===== config.mk =====
export PLATFORM = sky130hd
export DESIGN_NAME = spi_slave_fsm
export DESIGN_NICKNAME = d
export VERILOG_FILES = /design/src/rtl/spi_slave_fsm.sv
export SDC_FILE = /design/constraint.sdc
export NUM_CORES = 1
export LEC_CHECK = 0
export BUFFER_PORTS_ARGS = -buffer_cell sky130_fd_sc_hd__buf_4
export CAP_MARGIN = 20
export CORE_MARGIN = 5
export CORE_UTILIZATION = 38
export CTS_BUF_LIST = sky130_fd_sc_hd__clkbuf_4 sky130_fd_sc_hd__clkbuf_8
export DETAILED_ROUTE_END_ITERATION = 7
export PLACE_DENSITY_LB_ADDON = 0.05
export SYNTH_ARGS = -nofsm -noshare
export SYNTH_HDL_FRONTEND = slang
export SYNTH_SLANG_ARGS = --single-unit

===== constraint.sdc =====
create_clock -name clk -period 2.1 [get_ports clk]
set_input_delay 0.315 -clock clk [delete_from_list [all_inputs] [get_ports clk]]
set_output_delay 0.315 -clock clk [all_outputs]
set_load 0.02 [all_outputs]

===== src/rtl/spi_slave_fsm.sv =====
// SPI slave command/data sequencer: serial command word, then one memory read or write.
// Latency: mem_addr valid the clk after the last command bit; read data on MISO after one load clk; write strobe the clk after the last data bit.
// Backpressure: none; the SPI master paces every bit, and chip-select deassertion aborts the transfer at any point.
//
// Ports:
//   clk, reset_n          system clock, synchronous active-low reset
//   cs_cond               conditioned chip select (active low)
//   sclk_pos, sclk_neg    one-clk pulses on conditioned SCLK rising / falling edges
//   mosi_cond             conditioned MOSI level
//   miso, miso_oe         serial read data and its tri-state enable
//   mem_addr              address latched from the command word
//   mem_wdata, mem_we     write data and one-clk write strobe
//   mem_rdata             combinational read data for mem_addr
module spi_slave_fsm #(
   parameter int ADDR_W = 7,
   parameter int DATA_W = 8
) (
   input  logic              clk,
   input  logic              reset_n,
   input  logic              cs_cond,
   input  logic              sclk_pos,
   input  logic              sclk_neg,
   input  logic              mosi_cond,
   output logic              miso,
   output logic              miso_oe,
   output logic [ADDR_W-1:0] mem_addr,
   output logic [DATA_W-1:0] mem_wdata,
   output logic              mem_we,
   input  logic [DATA_W-1:0] mem_rdata
);

   localparam int MAX_BITS = ((ADDR_W + 1) > DATA_W) ? (ADDR_W + 1) : DATA_W;
   localparam int CNT_W    = $clog2(MAX_BITS + 1);

   // Counter value seen on the clk that carries the final bit of each phase
   localparam logic [CNT_W-1:0] CMD_LAST  = CNT_W'(ADDR_W);
   localparam logic [CNT_W-1:0] DATA_LAST = CNT_W'(DATA_W - 1);
   localparam logic [CNT_W-1:0] CNT_ONE   = CNT_W'(1);

   typedef enum logic [2:0] {
      IDLE,
      GET_CMD,
      READ_LOAD,
      READ_SHIFT,
      WRITE_SHIFT,
      WRITE_COMMIT,
      DONE
   } state_t;

   state_t            state;
   logic [CNT_W-1:0]  cnt;
   // Only the address bits need storage: the R/W bit is the last one in and
   // is acted on directly from mosi_cond on the completing clk.
   logic [ADDR_W-1:0] cmd_sr;
   logic [DATA_W-1:0] rd_sr;
   logic [DATA_W-1:0] wr_sr;
   logic [DATA_W-1:0] wdata_q;
   logic              commit_ok;

   always_ff @(posedge clk) begin
      if (!reset_n) begin
         state    <= IDLE;
         cnt      <= '0;
         cmd_sr   <= '0;
         rd_sr    <= '0;
         wr_sr    <= '0;
         mem_addr <= '0;
         wdata_q  <= '0;
      end else if (cs_cond) begin
         // Deselect wins over everything: drop partial data and go home.
         // In IDLE this simply holds; SCLK pulses are never looked at here.
         state  <= IDLE;
         cnt    <= '0;
         cmd_sr <= '0;
         rd_sr  <= '0;
         wr_sr  <= '0;
      end else begin
         case (state)
            IDLE: begin
               state <= GET_CMD;
               cnt   <= '0;
            end

            GET_CMD: begin
               if (sclk_pos) begin
                  if (cnt == CMD_LAST) begin
                     mem_addr <= cmd_sr;
                     cnt      <= '0;
                     state    <= mosi_cond ? READ_LOAD : WRITE_SHIFT;
                  end else begin
                     cmd_sr <= {cmd_sr[ADDR_W-2:0], mosi_cond};
                     cnt    <= cnt + CNT_ONE;
                  end
               end
            end

            READ_LOAD: begin
               rd_sr <= mem_rdata;
               state <= READ_SHIFT;
            end

            READ_SHIFT: begin
               // A rising edge takes precedence; a coincident falling edge
               // must not advance the data.
               if (sclk_pos) begin
                  if (cnt == DATA_LAST) begin
                     cnt   <= '0;
                     state <= DONE;
                  end else begin
                     cnt <= cnt + CNT_ONE;
                  end
               end else if (sclk_neg) begin
                  rd_sr <= {rd_sr[DATA_W-2:0], 1'b0};
               end
            end

            WRITE_SHIFT: begin
               if (sclk_pos) begin
                  wr_sr <= {wr_sr[DATA_W-2:0], mosi_cond};
                  if (cnt == DATA_LAST) begin
                     cnt   <= '0;
                     state <= WRITE_COMMIT;
                  end else begin
                     cnt <= cnt + CNT_ONE;
                  end
               end
            end

            WRITE_COMMIT: begin
               wdata_q <= wr_sr;
               state   <= DONE;
            end

            DONE: begin
               state <= DONE;
            end

            default: begin
               state <= IDLE;
            end
         endcase
      end
   end

   // The write is only real if neither deselect nor reset lands on the
   // commit clk; otherwise the bus keeps showing the last committed word.
   assign commit_ok = (state == WRITE_COMMIT) && !cs_cond && reset_n;
   assign mem_we    = commit_ok;
   assign mem_wdata = commit_ok ? wr_sr : wdata_q;

   // Decoded straight from the state flop, so these only move on clk edges.
   assign miso_oe = (state == READ_SHIFT);
   assign miso    = miso_oe & rd_sr[DATA_W-1];

endmodule

==> summary.md <==
| Metric | Value |
|---|---|
| Status | `finished clean` |
| Slowest CP cell | `dfxtp_2` |
| Clock sink count | `45` |
| EDFF count, synth | `0` |
| Drc violations | `0` |
| Pin count of the biggest net entering global routing | `23` |
| Setup Skew | `4.36 ps` |
| DIE AREA | `6700 sq um` |
| DIE HEIGHT | `81.8 microns` |
| XOR/XNOR Fraction of Synth Area | `0%` |
| Pleak | `1.01 nW` |
| Longest Clk Path Bufs | `2` |
| FF-to-FF Start | `state[0]` |
| Sw frac | `20.7%` |
| Sequential element share of the synthesized area | `45.9%` |
| Tightest Hold Check Type | `primary input to flip-flop` |
| Pins over their slew limit | `0` |
| Fin crit share | `96.0%` |
| TritonRoute pass-1 iters | `4` |
| Placer Congestion | `0.768` |
| CP peak stage delay | `340 ps` |
| YS warnings | `0` |
| CP arrival | `1700 ps` |
| Compound-Gate Fraction of Synth Area | `14.5%` |
| Worst r2r path cells | `5` |
| CP Launch Type | `flip-flop` |
| Int Power | `1.28 mW` |
| CP startpoint | `state[0]` |
| Initial Util | `38.6%` |
| Critical path buffers and inverters | `2` |
| Net Count, Synth | `219` |
| Total wire length | `4360 microns` |
| Worst Setup EP | `mem_wdata[5]` |
| Tot Pwr | `1.61 mW` |
| Global-route wire length before repair | `7010 microns` |
| Worst-path fanout max | `7` |
| Via count | `1577` |
| Clk pwr share | `41.8%` |
| Remaining Overflow, GRT | `0` |
| Final setup fails | `0` |
| WP data required | `1780 ps` |
| Fin Setup TNS | `0 ps` |
| Slew headroom | `54.8%` |
| Avg WL per Cell | `14.0 microns` |
| Mapped Avg Cell Area | `9.61 sq um` |
| RSZ-0062 raised after global routing | `no` |
| 1st-iter DRT viols | `95` |
| H-tree depth | `2` |
| Clk Latency, worst-skew pair | `290 ps` |
| CP Cell Sequence | `nand2_2, nor4b_4, buf_6, mux2_2, buf_4` |
| Peak Freq | `0.496 GHz` |
| Initial antenna violation count | `0` |
| Mapped Cells | `204` |
| Setup crit end kind | `output pin` |
| Share of the synthesized area in the top cell type | `45.9%` |
| Syn Std Cell Area | `1960 sq um` |
| Antenna viol nets, final | `0` |
| Layout Nets | `255` |
| Root Buffer | `clkbuf_8` |
| Flop pwr share | `53.0%` |
| PortBufs | `31` |
| # IOs | `32` |
| Worst reg-to-reg setup slack | `410 ps` |
| Rows | `26` |
| Distinct cells, synth | `38` |
| Sequential cell area | `903 sq um` |
| Adder-cell share of the synthesized area | `0.638%` |
| Number of global-route vias before repair | `1579` |
| Synth Flop Type | `dfxtp_1` |
| Crit-path leading delay family | `simple AND/OR/NAND/NOR gates` |
| CTS tree | `yes` |
| Critical setup path kind | `flip-flop to output pin` |
| Share of post-route cells with drive strength above 1 | `27.0%` |
| GRT Resource Usage Total | `13.4%` |
| Clock transition at the registers of the reported paths | `80 ps` |
| Simple-gate share of the synthesized area | `19.7%` |
| Count of final hold-check violations | `0` |
| Count leader, synth | `dfxtp_1` |
| Core footprint | `5070 sq um` |
| Commonest cells post-synth | `dfxtp_1, nand2_1, mux2i_1` |
| Synth async-reset ratio | `0%` |
| Worst-margin pin slew | `678 ps` |
| CTS Hold Buffers Added | `0` |
| RR Endpoint | `cmd_sr[0]` |
| DP HPWL | `3030 microns` |
| Logic pwr share | `5.1%` |
| Hold Slack | `305 ps` |
| DIE WIDTH | `81.8 microns` |
| Period minus WS final | `2020 ps` |
| Biggest area consumer among synthesized cells | `dfxtp_1` |
| Pwr per Cell Area | `662 nW/um^2` |
| Multiplexer share of the synthesized area | `15.8%` |
| Max Cap Viol | `0` |
| Filler Cell Count | `527` |
| Multi-input logic area | `996 sq um` |
| Post-detailed-route via-to-cell ratio | `5.07` |
| P_sw | `333 uW` |
| Worst VDD drop | `0.000242 V` |
| #FFs+latches synth | `45` |
| Area contributors post-synth | `dfxtp_1, mux2i_1, nand2_1` |
| TritonCTS buffer count | `5` |
| Antenna diode count | `0` |
| Main combinational cell family by area after synthesis | `simple AND/OR/NAND/NOR gates` |
| Cell depth of the worst setup path | `5` |
| Layout overhead on the synthesized area | `24.3%` |
## routing by layer
layer	GRT usage [%]	vias up	routed length, microns
met5	0	-	0
met4	5.15	0	49
met3	4.06	6	178
met2	22.1	29	2080
met1	16.4	745	2050
li1	-	797	-
## worst min-delay path: cells and delay by family
family / cells / cell delay (ps)
AO/OA/AOI/OAI: 1 / 50
AND/OR/NAND/NOR: 1 / 50
buffers and inverters: 1 / 130
## what timing repair did
action,4_1_cts,5_1_grt
cloned,0,1
endpoints found under the hold margin,0,0
setup endpoints to repair,8,8
pin swaps,0,1
setup buffers,0,5
resized for setup,1,6
## flip-flops by register name, summed over array words and instances, names as in the netlist
name / count
cmd_sr: 7
cnt: 4
wdata_q: 8
wr_sr: 8
mem_addr: 7
rd_sr: 8
state: 3
## through the flow
| step | util [%] | worst slack, ps | cell area [sq um] | std cells |
|---|---|---|---|---|
| floorplan | - | 200 | 1960 | 204 |
| detailed placement | 44.5 | 310 | 2260 | 297 |
| global placement | 44.5 | 354 | 2260 | 297 |
| CTS | 47.0 | 10.2 | 2380 | 305 |
| global route | 48.0 | 13.6 | 2440 | 311 |
| finish | 48.0 | 84.6 | 2440 | 311 |
## worst min path at each step
stage	from	end	cells after the start
3_3_place_gp	wdata_q[1]	wdata_q[1]	1
3_5_place_dp	wdata_q[3]	wdata_q[3]	1
5_1_grt	mosi_cond	wr_sr[0]	3
4_1_cts	mosi_cond	wr_sr[0]	3
2_1_floorplan	wdata_q[6]	wdata_q[6]	1
6_report	mosi_cond	wr_sr[0]	3
## cells in the final DEF, fill, tap and decap left out, types with 2 or more instances in the layout
cell type	n
a21oi_1	13
dfxtp_2	2
dfxtp_1	43
mux2i_1	22
a211oi_1	7
nand2b_1	7
nand3_1	4
nor2b_1	9
mux2_2	7
and3_1	2
nor2_1	17
and2_1	2
o22ai_1	2
buf_4	41
a22o_1	8
a31oi_1	2
nand2_1	22
buf_6	2
clkbuf_8	6
## layout make-up
type	count	share of cell area [%]
tap	70	3.59
sequential	45	37.1
clock buffer	6	3.39
multi-input combinational	145	40.9
timing repair buffer	43	13.6
clock inverter	2	1.54
## power by group through the flow
stage	Sequential [mW]	Clock, mW	Combinational (mW)
floorplan	0.876	0	0.0484
global placement	0.875	0	0.0809
detailed placement	0.875	0	0.0831
CTS	0.855	0.701	0.0833
global route	0.856	0.730	0.0905
finish	0.855	0.675	0.0827
## kinds of logic (layout without fill, tap and decap cells)
| kind of cell | Yosys count | count (layout) |
|---|---|---|
| flip-flops | 45 | 45 |
| adder cells (fa/ha/maj) | 1 | 1 |
| multiplexers | 30 | 30 |
| AND/OR/NAND/NOR | 73 | 73 |
| buffers and inverters | 14 | 51 |
| AO/OA/AOI/OAI | 41 | 41 |
(Power assumes the default switching activity.)
